`config.mk`:
```
export PLATFORM = sky130hd
export DESIGN_NAME = dvp_stream_tx
export DESIGN_NICKNAME = d
export VERILOG_FILES = /design/src/rtl/dvp_stream_tx.sv
export SDC_FILE = /design/constraint.sdc
export NUM_CORES = 1
export LEC_CHECK = 0
export CORE_UTILIZATION = 55
export DETAILED_ROUTE_END_ITERATION = 7
export GPL_TIMING_DRIVEN = 1
export PLACE_DENSITY = 0.79
export SETUP_SLACK_MARGIN = 0.2
export SLEW_MARGIN = 15
export SYNTH_ARGS = -nofsm -noshare
export SYNTH_HDL_FRONTEND = slang
export SYNTH_SLANG_ARGS = --single-unit
```
`constraint.sdc`:
```
create_clock -name clk -period 3.49 [get_ports clk]
set_input_delay 0.698 -clock clk [delete_from_list [all_inputs] [get_ports clk]]
set_output_delay 0.698 -clock clk [all_outputs]
set_load 0.1 [all_outputs]
```
`src/rtl/dvp_stream_tx.sv`:
```
// DVP-style camera bus transmitter: serialises RGB565 pixels into
// VSYNC/HREF framed bytes, high byte first, one byte per clock.
module dvp_stream_tx #(
    parameter int H_ACTIVE = 640,
    parameter int V_ACTIVE = 480,
    parameter int H_BLANK  = 144,
    parameter int VSYNC_W  = 3,
    parameter int V_BACK   = 17,
    parameter int V_FRONT  = 10
) (
    input  logic        clk,
    input  logic        rst_n,
    input  logic        en,
    output logic        pix_req,
    input  logic [15:0] pix_data,
    output logic        dvp_vsync,
    output logic        dvp_href,
    output logic [7:0]  dvp_data,
    output logic        frame_start,
    output logic        frame_done,
    output logic        busy
);

    localparam int H_TOTAL = 2 * H_ACTIVE + H_BLANK;
    localparam int V_SUM   = VSYNC_W + V_BACK + V_ACTIVE + V_FRONT;
    localparam int HW      = $clog2(H_TOTAL + 1);
    localparam int VW      = $clog2(V_SUM + 1);

    localparam logic [HW-1:0] H_LAST  = HW'(H_TOTAL - 1);
    localparam logic [HW-1:0] H_PRE   = HW'(H_TOTAL - 2);
    localparam logic [HW-1:0] H_BYTES = HW'(2 * H_ACTIVE);
    localparam logic [HW-1:0] H_REQ   = HW'(2 * H_ACTIVE - 2);

    typedef enum logic [2:0] {
        S_IDLE,
        S_VSYNC,
        S_VBACK,
        S_ACTIVE,
        S_VFRONT
    } state_t;

    state_t          st_q, st_d;
    logic [HW-1:0]   h_q, h_d;
    logic [VW-1:0]   v_q, v_d;
    logic [VW-1:0]   v_last;
    logic [7:0]      lo_q;

    logic            req_d, vsync_d, href_d, hi_d;
    logic            fs_d, fd_d, busy_d;
    logic [7:0]      data_d;

    // Position counters advance every clock once a frame is running.
    always_comb begin
        st_d   = st_q;
        h_d    = h_q;
        v_d    = v_q;
        v_last = '0;
        unique case (st_q)
            S_VSYNC:  v_last = VW'(VSYNC_W - 1);
            S_VBACK:  v_last = VW'(V_BACK - 1);
            S_ACTIVE: v_last = VW'(V_ACTIVE - 1);
            S_VFRONT: v_last = VW'(V_FRONT - 1);
            default:  v_last = '0;
        endcase
        if (st_q == S_IDLE) begin
            if (en) begin
                st_d = S_VSYNC;
                h_d  = '0;
                v_d  = '0;
            end
        end else if (h_q == H_LAST) begin
            h_d = '0;
            if (v_q == v_last) begin
                v_d = '0;
                unique case (st_q)
                    S_VSYNC:  st_d = S_VBACK;
                    S_VBACK:  st_d = S_ACTIVE;
                    S_ACTIVE: st_d = S_VFRONT;
                    S_VFRONT: st_d = en ? S_VSYNC : S_IDLE;
                    default:  st_d = S_IDLE;
                endcase
            end else begin
                v_d = v_q + 1'b1;
            end
        end else begin
            h_d = h_q + 1'b1;
        end
    end

    // Outputs are decoded from the upcoming position and registered,
    // so each output lines up with the position counters.
    always_comb begin
        vsync_d = (st_d == S_VSYNC);
        href_d  = (st_d == S_ACTIVE) && (h_d < H_BYTES);
        hi_d    = href_d && !h_d[0];
        req_d   = ((st_d == S_ACTIVE) && !h_d[0] && (h_d < H_REQ))
                || ((h_d == H_PRE)
                    && (((st_d == S_VBACK) && (v_d == VW'(V_BACK - 1)))
                     || ((st_d == S_ACTIVE) && (v_d != VW'(V_ACTIVE - 1)))));
        fs_d    = (st_d == S_VSYNC) && (h_d == '0) && (v_d == '0);
        fd_d    = (st_d == S_VFRONT) && (h_d == H_LAST)
                && (v_d == VW'(V_FRONT - 1));
        busy_d  = (st_d != S_IDLE);
        data_d  = 8'h00;
        if (href_d)
            data_d = hi_d ? pix_data[15:8] : lo_q;
    end

    always_ff @(posedge clk or negedge rst_n) begin
        if (!rst_n) begin
            st_q        <= S_IDLE;
            h_q         <= '0;
            v_q         <= '0;
            lo_q        <= 8'h00;
            pix_req     <= 1'b0;
            dvp_vsync   <= 1'b0;
            dvp_href    <= 1'b0;
            dvp_data    <= 8'h00;
            frame_start <= 1'b0;
            frame_done  <= 1'b0;
            busy        <= 1'b0;
        end else begin
            st_q        <= st_d;
            h_q         <= h_d;
            v_q         <= v_d;
            if (hi_d)
                lo_q    <= pix_data[7:0];
            pix_req     <= req_d;
            dvp_vsync   <= vsync_d;
            dvp_href    <= href_d;
            dvp_data    <= data_d;
            frame_start <= fs_d;
            frame_done  <= fd_d;
            busy        <= busy_d;
        end
    end

endmodule
```
==> results <==
[flip-flops by register name, summed over array words and instances (netlist names)]
| register | count |
|---|---|
| pix_req | 1 |
| dvp_href | 1 |
| dvp_vsync | 1 |
| frame_done | 1 |
| frame_start | 1 |
| h_q | 11 |
| dvp_data | 8 |
| busy | 1 |
| st_q | 3 |
| v_q | 9 |
| lo_q | 8 |
[per-layer routing]
layer | vias to the layer above | global-route usage [%] | part of all wire, %
met2 | 135 | 41.4 | 45
met3 | 17 | 4.13 | 8.4
met1 | 1164 | 41.4 | 45
met5 | - | 0 | 0
met4 | 0 | 12.0 | 2.1
li1 | 1175 | - | -
[layout by cell type (no fill, tap or decap), types with 6 or more instances in the layout]
cell,instances
nor3_1,13
inv_1,10
a21oi_1,20
dfrtp_1,41
nand2_1,35
nor2_1,16
nand4b_1,6
nand4_1,12
mux2_2,9
clkdlybuf4s50_1,31
and3_1,6
clkbuf_8,6
nand3_1,12
o21ai_0,21
buf_4,8
[worst register-to-register path, cell delays in order, from the launching register on]
cell and delay, ns:
dfrtp_1 0.53, nand3b_1 0.32, mux2i_1 0.18, a311o_1 0.44, a311oi_1 0.24, nor2_1 0.11
or4_1 0.52, or3_4 0.38, nor4_4 0.31
[cell type report]
cell class	instances	area (um2)
Multi-Input combinational cell	224	1420
Fill cell	354	1320
Clock inverter	2	37.5
Clock buffer	6	82.6
Timing Repair Buffer	40	375
Inverter	11	41.3
Sequential cell	45	1130
Tap cell	52	65.1
[per-stage QoR]
step | utilization (%) | instances
after floorplan | - | 296
after global placement | 67.3 | 372
after detailed placement | 67.3 | 372
after CTS | 70.0 | 380
after global routing | 70.6 | 380
final | 70.6 | 380
[path summary, 6_finish.rpt]
path | start | end | slack [ns] | cells past startpoint
max in group asynchronous | rst_n | h_q[5]$_DFF_PN0_ | 2.27 | 1
min | lo_q[6]$_DFFE_PN0P_ | lo_q[6]$_DFFE_PN0P_ | 0.51 | 1
max reg2reg | st_q[2]$_DFF_PN0_ | frame_done$_DFF_PN0_ | 0.35 | 8
max | st_q[2]$_DFF_PN0_ | frame_done$_DFF_PN0_ | 0.35 | 8
min in group asynchronous | rst_n | st_q[0]$_DFF_PN0_ | 0.55 | 1
min reg2reg | lo_q[6]$_DFFE_PN0P_ | lo_q[6]$_DFFE_PN0P_ | 0.51 | 1
[cell families (layout without fill, tap and decap cells)]
group	after synthesis	after routing	share of synthesized area, %
compound gates	75	75	18.4
xor+xnor	2	2	0.666
fa+ha+maj	2	2	0.950
buf+inv	27	59	3.94
flops	45	45	42.8
mux	11	11	4.61
simple gates	134	134	28.7
[power breakdown]
part,switching (W),internal [W]
Sequential,0,0.000521
Clock,0.000182,0.000233
Combinational,0.0000144,0.0000181
Total,0.000197,0.000772
==> summary.txt <==
GRT
  – Initial antenna violation count: 0
  – GRT Total Usage: 28.1%
  – First-pass GRT wire length: around 11000 um
  – Number of global-route vias before repair: between 2000 and 2500
  – Grt total ovfl: 0
  – Largest net degree at the start of global routing: 46

Job
  – Max-cap viol count: 0

Clocking
  – H-tree levels: 2
  – Clk buf depth: 2
  – Root Buffer: clkbuf_8
  – CTS resizes: 0
  – Clk sinks: 45
  – CTS tree: built
  – CTS Hold Buffers Added: 0
  – Clock latency on the worst-skew pair: about 0.30 ns
  – Post-CTS Setup Inserts: 0
  – Worst-path clk slew: roughly 0.080 ns
  – CTS Buf Count: 5

Floorplan
  – Vert. Die Dim: ~71 um
  – Initial core utilization: approximately three fifths
  – Core box area: ~4500 um2
  – Die area: just over 5000 um2
  – IO Count: 33
  – FP Rows: 24
  – Die Span X: 71.2 um

Route
  – Via Count: roughly 2500
  – Via density: between 6 and 7
  – Detailed Route Iter0 Violations: 290
  – Post-Route WL: between 6000 and 7000 um
  – Average wire per standard cell: around 17 um
  – Routed Antenna Nets: 0
  – Residual DRC: 6
  – Drt first pass iters: 7

Synthesis
  – Post-synth EDFFs: 0
  – Mean Syn Cell Area: a little under 9 um2
  – Seq/Total Area, Yosys: between 40% and 50%
  – Asr flop ratio synth: 100%
  – Commonest cells in the synthesized netlist: 45 x dfrtp_1, 35 x nand2_1, 21 x o21ai_0
  – Most common cell in the netlist: dfrtp_1
  – Yosys reg bits: 45
  – Synthesized area: between 2000 and 3000 um2
  – Yosys warns: 0
  – Net count after synthesis: ~320
  – Synth area leader: dfrtp_1
  – Distinct cells, synth: between 50 and 60
  – Top cells by area, synth: dfrtp_1 43%, nand2_1 5.0%, o21ai_0 4.0%, mux2_2 3.8%, a21oi_1 3.8%
  – Top cell type's share of synthesized area: a little over two fifths
  – Cells after synthesis: ~300
  – Main flop type after synthesis: dfrtp_1

Timing
  – Setup-failing EPs final: 0
  – Final TNS setup: 0 ns
  – Tightest Pin Transition: slightly below 1 ns
  – Final hold slack: around 0.51 ns
  – Final hold vios: 0
  – Worst clock skew: roughly 0.0042 ns
  – Max-slew violation count: 0
  – Tcrit/Tclk final: roughly nine tenths
  – Slew HR: around 35%
  – Tmin final: between 3 and 4 ns
  – Worst setup margin: 0.355 ns
  – Max frequency: 319 MHz
  – RSZ-0062 raised after global routing: no

Setup path
  – Worst Path Buf+Inv: 0
  – Crit. End Element: flop
  – Crit-path cells: nand3b_1, mux2i_1, a311o_1, a311oi_1, nor2_1, or4_1, or3_4, nor4_4
  – WP data required: 3.69 ns
  – CP max stage delay: about 0.53 ns
  – CP top delay family: simple AND/OR/NAND/NOR gates
  – Critical Path Fanout Max: 14
  – Max stage delay cell, worst path: dfrtp_1
  – Startpoint Class: flop
  – Worst EP arrival: roughly 3.3 ns
  – Critical path type: reg2reg

Place
  – Number of I/O port buffers: 32
  – Placer congestion estimate: 0.926
  – Dpl cell area: about 3000 um2
  – Pre-CTS WS: 0.226 ns
  – Post-DP HPWL: ~4700 um

Power
  – Maximum vdd drop: ~0.18 mV
  – Static Leak: 1.25 nW
  – Total chip power: 0.000968 W
  – Pwr/cell area: between 300 and 400 nW/um2

Finish
  – Final instance area: 3160 um2
  – Share of layout cells above drive strength 1: between 10% and 20%
  – # nets final: 348
  – Layout area overhead: 19.9%
  – Antenna cells: 0

Run status
  – Failing checks: design-rule violations
  – Outcome: finished with violations

Worst hold path
  – HP Class: reg2reg
Note: power is estimated with default switching activity, not from simulation.
